`config.mk`:
```
export PLATFORM = sky130hd
export DESIGN_NAME = noc_output_port_arb_flat
export DESIGN_NICKNAME = d
export VERILOG_FILES = /design/src/rtl/noc_output_port_arb_pkg.sv /design/src/rtl/noc_output_port_arb_if.sv /design/src/rtl/noc_rr_pick.sv /design/src/rtl/noc_output_port_arb.sv /design/src/flat_wrapper.sv
export SDC_FILE = /design/constraint.sdc
export NUM_CORES = 1
export LEC_CHECK = 0
export CAP_MARGIN = 10
export CORE_MARGIN = 3
export CORE_UTILIZATION = 48
export CTS_BUF_LIST = sky130_fd_sc_hd__clkbuf_4
export DETAILED_ROUTE_END_ITERATION = 16
export PLACE_DENSITY_LB_ADDON = 0.12
export SYNTH_ARGS = -nofsm -noshare
export SYNTH_HDL_FRONTEND = slang
export SYNTH_HIERARCHICAL = 1
export SYNTH_SLANG_ARGS = --single-unit
export TNS_END_PERCENT = 5
```
`constraint.sdc`:
```
create_clock -name clk -period 7.65 [get_ports clk]
set_input_delay 1.53 -clock clk [delete_from_list [all_inputs] [get_ports clk]]
set_output_delay 1.53 -clock clk [all_outputs]
set_load 0.03 [all_outputs]
```
`src/rtl/noc_output_port_arb_pkg.sv`:
```
// Shared definitions for the router output-port arbiter.
//   - flit type codes carried in the top three bits of every flit
//   - field offsets, given as distance below DATA_WIDTH so that they hold for
//     any flit width: type MSB = DATA_WIDTH-TYPE_MSB, length MSB = DATA_WIDTH-LEN_MSB
//   - FSM state encoding and an index-width helper
package noc_output_port_arb_pkg;

  localparam int TYPE_W   = 3;
  localparam int TYPE_MSB = 1;
  localparam int LEN_MSB  = 4;

  localparam logic [TYPE_W-1:0] FT_HEADER = 3'b001;
  localparam logic [TYPE_W-1:0] FT_BODY   = 3'b010;
  localparam logic [TYPE_W-1:0] FT_TAIL   = 3'b100;

  typedef enum logic {
    IDLE = 1'b0,
    XFER = 1'b1
  } state_e;

  // Index width that stays at least one bit for a single-input port.
  function automatic int idx_width(input int n);
    return (n > 1) ? $clog2(n) : 1;
  endfunction

endpackage

```
`src/rtl/noc_output_port_arb_if.sv`:
```
// Bundle between one router output port and its environment.
//   Input side : req, in_valid, in_data (flattened FIFO heads), rd_en (pop)
//   Output side: DCTS (downstream ready), TX, RTS
//   Status     : busy, owner, pkt_err
// slave  - the arbiter block
// master - upstream FIFOs / downstream link driving and observing the port
interface noc_output_port_arb_if
  import noc_output_port_arb_pkg::*;
#(
  parameter int NUM_IN     = 5,
  parameter int DATA_WIDTH = 32
);
  localparam int OWN_W = idx_width(NUM_IN);

  logic [NUM_IN-1:0]            req;
  logic [NUM_IN-1:0]            in_valid;
  logic [NUM_IN*DATA_WIDTH-1:0] in_data;
  logic [NUM_IN-1:0]            rd_en;
  logic                         DCTS;
  logic [DATA_WIDTH-1:0]        TX;
  logic                         RTS;
  logic                         busy;
  logic [OWN_W-1:0]             owner;
  logic                         pkt_err;

  modport slave (
    input  req, in_valid, in_data, DCTS,
    output rd_en, TX, RTS, busy, owner, pkt_err
  );

  modport master (
    output req, in_valid, in_data, DCTS,
    input  rd_en, TX, RTS, busy, owner, pkt_err
  );

endinterface

```
`src/rtl/noc_rr_pick.sv`:
```
// Combinational round-robin selector.
//   i_req : request vector
//   i_ptr : index of the last winner; scanning starts at i_ptr+1 and wraps
//   o_gnt : one-hot grant (all zero when nothing is requested)
//   o_idx : index of the granted requester (0 when nothing is requested)
module noc_rr_pick #(
  parameter int N     = 5,
  parameter int IDX_W = (N > 1) ? $clog2(N) : 1
) (
  input  logic [N-1:0]     i_req,
  input  logic [IDX_W-1:0] i_ptr,
  output logic [N-1:0]     o_gnt,
  output logic [IDX_W-1:0] o_idx
);

  logic             w_found;
  logic [IDX_W-1:0] w_k;

  always_comb begin
    o_gnt   = '0;
    o_idx   = '0;
    w_found = 1'b0;
    w_k     = '0;
    for (int i = 1; i <= N; i++) begin
      w_k = IDX_W'((int'(i_ptr) + i) % N);
      if (!w_found && i_req[w_k]) begin
        w_found    = 1'b1;
        o_gnt[w_k] = 1'b1;
        o_idx      = w_k;
      end
    end
  end

endmodule

```
`src/rtl/noc_output_port_arb.sv`:
```
// Router output port: packet-locked round-robin arbiter, crossbar mux and
// registered output stage with RTS/DCTS handshake.
//   clk, rst : clock, synchronous active-low reset
//   bus      : slave modport (req/in_valid/in_data/rd_en from the input FIFOs,
//              DCTS/TX/RTS to the downstream link, busy/owner/pkt_err status)
// A packet is locked to the output from its header until the tail, or until
// the header length has been sent, whichever comes first.
module noc_output_port_arb
  import noc_output_port_arb_pkg::*;
#(
  parameter int                NUM_IN     = 5,
  parameter int                DATA_WIDTH = 32,
  parameter int                LEN_WIDTH  = 12,
  parameter logic [NUM_IN-1:0] IN_MASK    = '0
) (
  input  logic                  clk,
  input  logic                  rst,
  noc_output_port_arb_if.slave  bus
);

  localparam int                   IDX_W   = idx_width(NUM_IN);
  localparam logic [LEN_WIDTH-1:0] LEN_ONE = LEN_WIDTH'(1);

  state_e                r_state;
  state_e                w_state_nxt;
  logic [DATA_WIDTH-1:0] r_tx;
  logic                  r_rts;
  logic                  r_busy;
  logic                  r_err;
  logic                  r_first;
  logic [IDX_W-1:0]      r_owner;
  logic [IDX_W-1:0]      r_ptr;
  logic [LEN_WIDTH-1:0]  r_cnt;

  logic [DATA_WIDTH-1:0] w_flit [NUM_IN];
  logic [NUM_IN-1:0]     w_is_hdr;
  logic [NUM_IN-1:0]     w_elig;
  logic [NUM_IN-1:0]     w_gnt;
  logic [NUM_IN-1:0]     w_rd_en;
  logic [IDX_W-1:0]      w_win_idx;
  logic [LEN_WIDTH-1:0]  w_win_len_raw;
  logic [LEN_WIDTH-1:0]  w_win_len;
  logic [DATA_WIDTH-1:0] w_cur;
  logic                  w_cur_tail;
  logic                  w_grant;
  logic                  w_xfer;
  logic                  w_release;
  logic                  w_err;

  for (genvar gi = 0; gi < NUM_IN; gi++) begin : g_slice
    assign w_flit[gi]   = bus.in_data[gi*DATA_WIDTH +: DATA_WIDTH];
    assign w_is_hdr[gi] = (w_flit[gi][DATA_WIDTH-TYPE_MSB -: TYPE_W] == FT_HEADER);
  end

  // Only a FIFO whose head is a header may start a packet here.
  assign w_elig = bus.req & bus.in_valid & ~IN_MASK & w_is_hdr;

  noc_rr_pick #(
    .N     (NUM_IN),
    .IDX_W (IDX_W)
  ) u_pick (
    .i_req (w_elig),
    .i_ptr (r_ptr),
    .o_gnt (w_gnt),
    .o_idx (w_win_idx)
  );

  // A zero length field is treated as a single-flit packet.
  assign w_win_len_raw = w_flit[w_win_idx][DATA_WIDTH-LEN_MSB -: LEN_WIDTH];
  assign w_win_len     = (w_win_len_raw == '0) ? LEN_ONE : w_win_len_raw;

  assign w_cur      = w_flit[r_owner];
  assign w_cur_tail = (w_cur[DATA_WIDTH-TYPE_MSB -: TYPE_W] == FT_TAIL);

  always_comb begin
    w_state_nxt = r_state;
    w_grant     = 1'b0;
    w_xfer      = 1'b0;
    w_release   = 1'b0;
    w_err       = 1'b0;
    w_rd_en     = '0;
    case (r_state)
      IDLE: begin
        if (|w_gnt) begin
          w_grant     = 1'b1;
          w_state_nxt = XFER;
        end
      end
      XFER: begin
        if (bus.in_valid[r_owner] && bus.DCTS) begin
          w_xfer           = 1'b1;
          w_rd_en[r_owner] = 1'b1;
          if (w_cur_tail || (r_cnt == LEN_ONE)) begin
            w_release   = 1'b1;
            w_state_nxt = IDLE;
            // Early tail, or the count ran out on a non-tail flit that is not
            // the header of a single-flit packet.
            w_err = (w_cur_tail && (r_cnt != LEN_ONE)) ||
                    (!w_cur_tail && !r_first);
          end
        end
      end
      default: w_state_nxt = IDLE;
    endcase
  end

  // Stage boundary: FSM state register.
  always_ff @(posedge clk) begin
    if (!rst) r_state <= IDLE;
    else      r_state <= w_state_nxt;
  end

  // Stage boundary: grant bookkeeping and registered output flit.
  always_ff @(posedge clk) begin
    if (!rst) begin
      r_tx    <= '0;
      r_rts   <= 1'b0;
      r_busy  <= 1'b0;
      r_err   <= 1'b0;
      r_first <= 1'b0;
      r_owner <= '0;
      r_ptr   <= IDX_W'(NUM_IN - 1);
      r_cnt   <= '0;
    end else begin
      r_rts <= w_xfer;
      r_err <= w_err;
      if (w_xfer) begin
        r_tx    <= w_cur;
        r_cnt   <= r_cnt - LEN_ONE;
        r_first <= 1'b0;
      end
      if (w_grant) begin
        r_owner <= w_win_idx;
        r_busy  <= 1'b1;
        r_cnt   <= w_win_len;
        r_first <= 1'b1;
      end
      // The released owner becomes the pointer, so it has lowest priority next.
      if (w_release) begin
        r_busy <= 1'b0;
        r_ptr  <= r_owner;
      end
    end
  end

  assign bus.rd_en   = w_rd_en;
  assign bus.TX      = r_tx;
  assign bus.RTS     = r_rts;
  assign bus.busy    = r_busy;
  assign bus.owner   = r_owner;
  assign bus.pkt_err = r_err;

endmodule

```
`src/flat_wrapper.sv`:
```
// flat-port wrapper written by rule: the top's interface ports become plain ports
module noc_output_port_arb_flat import noc_output_port_arb_pkg::*;
#(
  parameter int                NUM_IN     = 5,
  parameter int                DATA_WIDTH = 32,
  parameter int                LEN_WIDTH  = 12,
  parameter logic [NUM_IN-1:0] IN_MASK    = '0
)
  (clk, rst, bus_req, bus_in_valid, bus_in_data, bus_DCTS, bus_rd_en, bus_TX, bus_RTS, bus_busy, bus_owner, bus_pkt_err);
  noc_output_port_arb_if #(.NUM_IN(NUM_IN), .DATA_WIDTH(DATA_WIDTH)) bus_i ();
  input  logic clk;
  input  logic rst;
  input wire logic [$bits(bus_i.req)-1:0] bus_req;
  input wire logic [$bits(bus_i.in_valid)-1:0] bus_in_valid;
  input wire logic [$bits(bus_i.in_data)-1:0] bus_in_data;
  input wire logic [$bits(bus_i.DCTS)-1:0] bus_DCTS;
  output wire logic [$bits(bus_i.rd_en)-1:0] bus_rd_en;
  output wire logic [$bits(bus_i.TX)-1:0] bus_TX;
  output wire logic [$bits(bus_i.RTS)-1:0] bus_RTS;
  output wire logic [$bits(bus_i.busy)-1:0] bus_busy;
  output wire logic [$bits(bus_i.owner)-1:0] bus_owner;
  output wire logic [$bits(bus_i.pkt_err)-1:0] bus_pkt_err;
  assign bus_i.req = bus_req;
  assign bus_i.in_valid = bus_in_valid;
  assign bus_i.in_data = bus_in_data;
  assign bus_i.DCTS = bus_DCTS;
  assign bus_rd_en = bus_i.rd_en;
  assign bus_TX = bus_i.TX;
  assign bus_RTS = bus_i.RTS;
  assign bus_busy = bus_i.busy;
  assign bus_owner = bus_i.owner;
  assign bus_pkt_err = bus_i.pkt_err;
  noc_output_port_arb #(.NUM_IN(NUM_IN), .DATA_WIDTH(DATA_WIDTH), .LEN_WIDTH(LEN_WIDTH), .IN_MASK(IN_MASK)) u_core (.clk(clk), .rst(rst), .bus(bus_i));
endmodule
```
* Word level (Yosys, flattened, before mapping) *
Index checks and enable logic that the tools add are counted.

operators by class
  bitwise gates (word level) = 10
  multiplexer cells = 61
  order comparisons = 14
  equal/unequal tests = 8
  div/mod/pow operators = 5
  reduce and logical (&&, ||, !) cells = 26
  add/subtract/negate cells = 6

operators with widths
  operator               number
  $bmux 32 s3            2
  $mod 32x4->32 const B  5
  $mux 32                2
  $mux 29                2
  $mux 12                3
  $mux 5                 7
  $mux 1                 27
  $lt 3x4->1 const B     6
  $or 5x5->5             4
  $bmux 1 s3             6
  $demux 1 s3            6
  $ge 3x1->1 const B     6
  $eq 3x1->1 const B     5
  $mux 3                 5
  $logic_and 1x1->1      13
  $eq 12x1->1 const B    1
  $logic_not 12->1       1
  $ne 12x1->1 const B    1
  $sub 12x1->12 const B  1
  $and 5x5->5            2
  $add 3x2->4 const B    2
  $add 3x3->4 const B    2
  $ge 4x4->1 const B     2
  $not 3->4              2
  10 further kinds       17

word-level totals
  output and inout bits = 43
  bits in registers = 55
  word-level logic and storage cells = 139
  input port bits = 173

* Depth between registers and ports, before layout *
  depth after elaboration = 24
  mapped depth = 30
  depth with buffers taken out = 24

* By module *
Netlist, hierarchy kept.

by module, submodules not included
  module               instances  seq. area each (µm²)  area each (µm²)  cells each
  noc_output_port_arb  1          1101.1                4027.6           442
  noc_rr_pick          1          0.0                   2227.1           310

* Worst setup path before layout *
No wires, ideal clock.

  kind = flip-flop to flip-flop
  from = register u_core.r_ptr[0]
  to = register u_core.r_cnt[11]
  data required time = 7.535 ns
  arrival = 6.197 ns
  library setup time = 0.115 ns
  setup slack = 1.338 ns
  stages on the path, launching flop included = 28
  buffers on the path = 6
  period minus slack after synthesis = 6.312 ns
  path through = dfxtp_1 > buf_6 > clkbuf_1 > buf_2 > inv_1 > ha_1 > buf_2 > inv_1 > ha_1 > nor2_1 > a211oi_2 > or2_2 > ha_1 > inv_1 > o2bb2ai_1 > o22ai_4 > mux2_2 > and4_4 > nor4_4 > nor3b_2 > mux2i_1 > nand3_1 > clkbuf_1 > clkbuf_1 > mux4_2 > a22oi_1 > o21ai_0 > o21a_1

on the way
  word-level cells in the longest chain between the ends = 24
  elaborated cells between the ends (all ways) = 82
  classes of those cells = 5 x add/sub; 5 x div; 10 x order compare; 41 x mux; 5 x bitwise; 16 x reduce/logical

ends and longest elaborated chain
  what                                             line                        RTL
  start, declared                                  noc_output_port_arb.sv:32   logic [IDX_W-1:0] r_ptr;
  start signal, assigned                           noc_output_port_arb.sv:122  r_ptr <= IDX_W'(NUM_IN - 1);
  start signal, assigned                           noc_output_port_arb.sv:141  r_ptr <= r_owner;
  $add 3x1->4                                      noc_rr_pick.sv:25           w_k = IDX_W'((int'(i_ptr) + i) % N);
  $mod 32x4->32                                    noc_rr_pick.sv:25
  $bmux 1 s3                                       noc_rr_pick.sv:26           if (!w_found && i_req[w_k]) begin
  $mux 1 (implied by the code)                     noc_rr_pick.sv:26
  $mux 1                                           noc_rr_pick.sv:26
  $logic_not 1->1                                  noc_rr_pick.sv:26
  $logic_and 1x1->1                                noc_rr_pick.sv:26
  $mux 1                                           noc_rr_pick.sv:26
  [... 8 more ...]                                 n/a
  $mux 3 (*)                                       noc_rr_pick.sv:26
  via u_core.w_win_idx[1]                          noc_output_port_arb.sv:40   logic [IDX_W-1:0] w_win_idx;
  $not 3->4 (implied by the code) (*)              noc_output_port_arb.sv:69   assign w_win_len_raw = w_flit[w_win_idx][DATA_WIDTH-LEN_MSB -: LEN_WIDTH];
  $bmux 32 s3 (*)                                  noc_output_port_arb.sv:69
  $mux 29 (implied by the code) (*) (2 in series)  noc_output_port_arb.sv:69
  $logic_not 12->1                                 noc_output_port_arb.sv:70   assign w_win_len = (w_win_len_raw == '0) ? LEN_ONE : w_win_len_raw;
  $mux 12 (*)                                      noc_output_port_arb.sv:70
  $mux 12 (*)                                      noc_output_port_arb.sv:132  if (w_grant) begin
  end signal, assigned                             noc_output_port_arb.sv:129  r_cnt <= r_cnt - LEN_ONE;
  end signal, assigned                             noc_output_port_arb.sv:135  r_cnt <= w_win_len;
  end, declared                                    noc_output_port_arb.sv:33   logic [LEN_WIDTH-1:0] r_cnt;

Mark *: on every way through the listed nets, which the timed path passes. The rest lies on a longest branch. The select of a mux whose other input is x is not followed.
A chain may end at the register's enable or synchronous reset.

* Worst setup path in the final report *
  from = register u_core.r_ptr[1]
  to = register u_core.r_cnt[0]

The elaborated chain is that of the path after synthesis.

==> metrics.md <==
| Metric | Value |
|---|---|
| Status | `complete, no violations` |
| Die Ht | `120.2 um` |
| #FFs+latches synth | `55` |
| Worst path top cell family by delay | `compound AO/OA/AOI/OAI gates` |
| DR pass1 iterations | `6` |
| First-pass GRT wire length | `34990 um` |
| P_leak | `2.934 nW` |
| Mapped Cells | `752` |
| Clock sink count | `55` |
| Core Area | `12670 um^2` |
| Max Buffers Root-to-Sink | `2` |
| Total Routing Usage GR | `30.05%` |
| Asr flop ratio synth | `0%` |
| Root buffer cell | `clkbuf_4` |
| Least-Margin Pin Slew | `0.9174 ns` |
| Starting Density | `49.36%` |
| Worst Setup End Kind | `register` |
| Synthesized Nets | `955` |
| Top-count cell post-synth | `nor2_1` |
| Initial antenna violation count | `0` |
| N_diodes | `0` |
| Top FF cell, synth | `dfxtp_1` |
| # DRC | `0` |
| Total number of vias | `6939` |
| Ys Warns | `6` |
| Final setup vio count | `0` |
| Rows | `41` |
| Critical-path cell list | `inv_1 -> ha_1 -> xnor2_4 -> inv_4 -> ha_1 -> nor2_1 -> a211oi_2 -> or2_2 -> ha_1 -> inv_1 -> o2bb2ai_1 -> o22ai_4 -> mux2_2 -> and4_4 -> nor4_4 -> nor4_4 -> and2_1 -> o22ai_2 -> buf_4 -> mux4_2 -> a221oi_1 -> a21oi_1 -> a22o_1` |
| Total grt overflow | `0` |
| Most common cell type on the critical path | `ha_1` |
| Reg clk slew, reported paths | `0.19 ns` |
| Fmax | `0.1441 GHz` |
| Max_slew headroom | `38.84%` |
| Routed len/inst | `20.54 um` |
| H-tree Lvls | `2` |
| Count of cell types in the netlist | `92` |
| Worst-Skew Late Latency | `0.43 ns` |
| DP Wirelength | `17440 um` |
| CTS Buf Count | `5` |
| Vias/cell | `6.308` |
| Area growth syn-to-layout | `35.89%` |
| RSZ-0062 raised after global routing | `false` |
| Worst EP required | `8.01 ns` |
| Max Transition Viols Final | `0` |
| Vias in the first global route | `6758` |
| Most frequent cells after synthesis | `nor2_1 (92), dfxtp_1 (55), nor3_1 (55), a21oi_1 (52), mux4_2 (37)` |
| Power Density | `86.16 nW/um^2` |
| Fin nets | `1130` |
| Routed WL | `22600 um` |
| CTS resizes | `0` |
| Share of the synthesized area in the top cell type | `17.60%` |
| CP Max Fanout | `14` |
| # Max-Cap Violations | `0` |
| Seq/Total Area, Yosys | `17.60%` |
| Final Critical Period | `6.939 ns` |
| Mapped cell area | `6255 um^2` |
| # fillers | `1094` |
| Arrival time worst endpoint | `7.30 ns` |
| CTS Hold Bufs | `0` |
| I/O Buffers | `215` |
| CTS tree | `built` |
| Synth area leaders | `dfxtp_1 (18%), mux4_2 (13%), ha_1 (5.8%), nor2_1 (5.5%), a221oi_1 (4.6%)` |
| Die width | `120.2 um` |
| 1st-iter DRT viols | `654` |
| Cell taking the most area after synthesis | `dfxtp_1` |
| Largest net degree at the start of global routing | `48` |
| WS Path Type | `reg2reg` |
| Setup TNS Final | `0 ns` |
| Post-CTS Setup Inserts | `0` |
| RD Place Congestion | `1.017` |
| EDFF count, synth | `0` |
| Slowest stage cell, crit path | `o22ai_2` |
| Hold crit path type | `reg2reg` |
| Period utilization | `90.71%` |
| Buffers & Inverters on Critical Path | `4` |
| Crit path largest cell delay | `0.67 ns` |
| VDD IR max | `0.05922 mV` |
| Number of routed nets with antenna violations | `0` |
| Syn Area/Cell | `8.317 um^2` |
| Boundary Pins | `216` |
| Fin Hold WS | `0.4787 ns` |
| Clk_skew | `0.02900 ns` |
| Fin. Hold Viols | `0` |
| Total die area | `14440 um^2` |
| Worst Setup Start Kind | `register` |
| Share of cells above drive strength 1 | `11.31%` |
| Tot Pwr | `0.7323 mW` |
[cells by family (layout without fill, tap and decap cells)]
family | count (synthesis) | after routing | share of synthesized area [%]
and+or+nand+nor | 299 | 299 | 25.63
AOI/OAI and AO/OA | 198 | 198 | 23.27
buffers and inverters | 87 | 263 | 6.301
muxes | 65 | 65 | 18.02
DFF | 55 | 55 | 17.60
adders and majority gates | 30 | 30 | 6.121
xor gates and xnor gates | 18 | 18 | 3.061
[where the power goes]
part	switching [mW]	internal, mW	leakage (nW)
Combinational	0.121	0.152	2.45
Clock	0.108	0.0386	0.0333
Sequential	0.0115	0.302	0.448
[cell usage in the layout, fill, tap and decap left out, types with 5 or more instances in the layout]
cell type	synthesis	routed
nor2_1	92	92
ha_1	29	29
inv_2	5	5
nand2_1	36	36
nand4b_1	7	7
nand2b_1	14	14
a211oi_1	12	12
o22ai_1	6	5
nor4_1	11	11
a22oi_1	5	5
nor3_1	55	55
mux2_2	6	6
clkbuf_4	0	5
buf_4	2	12
and4_1	7	7
xnor2_1	13	13
mux4_2	37	37
a21oi_1	52	52
nand3_1	23	23
o211ai_1	7	7
and2_1	5	5
o221ai_1	5	5
a211o_1	5	5
inv_1	22	22
a221oi_1	33	33
nand4_1	8	8
o21ai_0	23	23
mux2i_1	20	20
dfxtp_1	55	53
clkdlybuf4s50_1	0	215
[worst reg2reg max path, delay by kind of cell (launching register included)]
kind	cells	cell delay, ns
AND/OR/NAND/NOR	6	1.56
flip-flops	1	0.53
multiplexers	2	0.93
XOR/XNOR	1	0.32
buffers and inverters	4	0.78
adder cells (fa/ha/maj)	3	0.93
AO/OA/AOI/OAI	7	1.84
[worst paths after layout]
check / start / end / slack (ns) / cells after the start
worst min register to register: u_core/bus.TX[31]$_SDFFE_PN0P_ / u_core/bus.TX[31]$_SDFFE_PN0P_ / 0.48 / 2
worst max-delay path: u_core/r_ptr[1]$_SDFFE_PN0P_ / u_core/r_cnt[0]$_SDFFE_PN0P_ / 0.71 / 23
worst max register to register: u_core/r_ptr[1]$_SDFFE_PN0P_ / u_core/r_cnt[0]$_SDFFE_PN0P_ / 0.71 / 23
worst min-delay path: u_core/bus.TX[31]$_SDFFE_PN0P_ / u_core/bus.TX[31]$_SDFFE_PN0P_ / 0.48 / 2
[layout make-up]
cell class	count	area, um^2	area share, %
Clock inverter	3	27.53	0.3239
Clock buffer	5	37.54	0.4416
Timing Repair Buffer	227	2242	26.38
Multi-Input combinational cell	610	4766	56.07
Tap cell	172	215.2	2.532
Sequential cell	55	1104	12.98
Inverter	28	107.6	1.266
[through the flow]
stage          util [%]  area [um^2]  cells  setup WS, ns
2_1_floorplan         -         6255    752         1.338
3_3_place_gp      66.56         8434   1092         1.056
3_5_place_dp      66.56         8434   1092        0.7776
4_1_cts           67.08         8499   1100        0.7519
5_1_grt           67.08         8499   1100        0.1884
6_report          67.08         8499   1100        0.7108
[flip-flops by register name (all words and copies together), names as in the netlist]
name,cells
u_core/bus.pkt_err,1
u_core/bus.RTS,1
u_core/r_ptr,3
u_core/r_state,1
u_core/r_cnt,12
u_core/bus.owner,3
u_core/bus.busy,1
u_core/r_first,1
u_core/bus.TX,32
[metal layers]
metal / vias up / global-route usage (%) / share of wire (%)
li1: 3240 / - / -
met1: 3241 / 37.68 / 39
met2: 397 / 50.44 / 48
met3: 61 / 6.927 / 9.4
met4: 0 / 11.02 / 3.3
met5: - / 0 / 0
(Power assumes the default switching activity.)
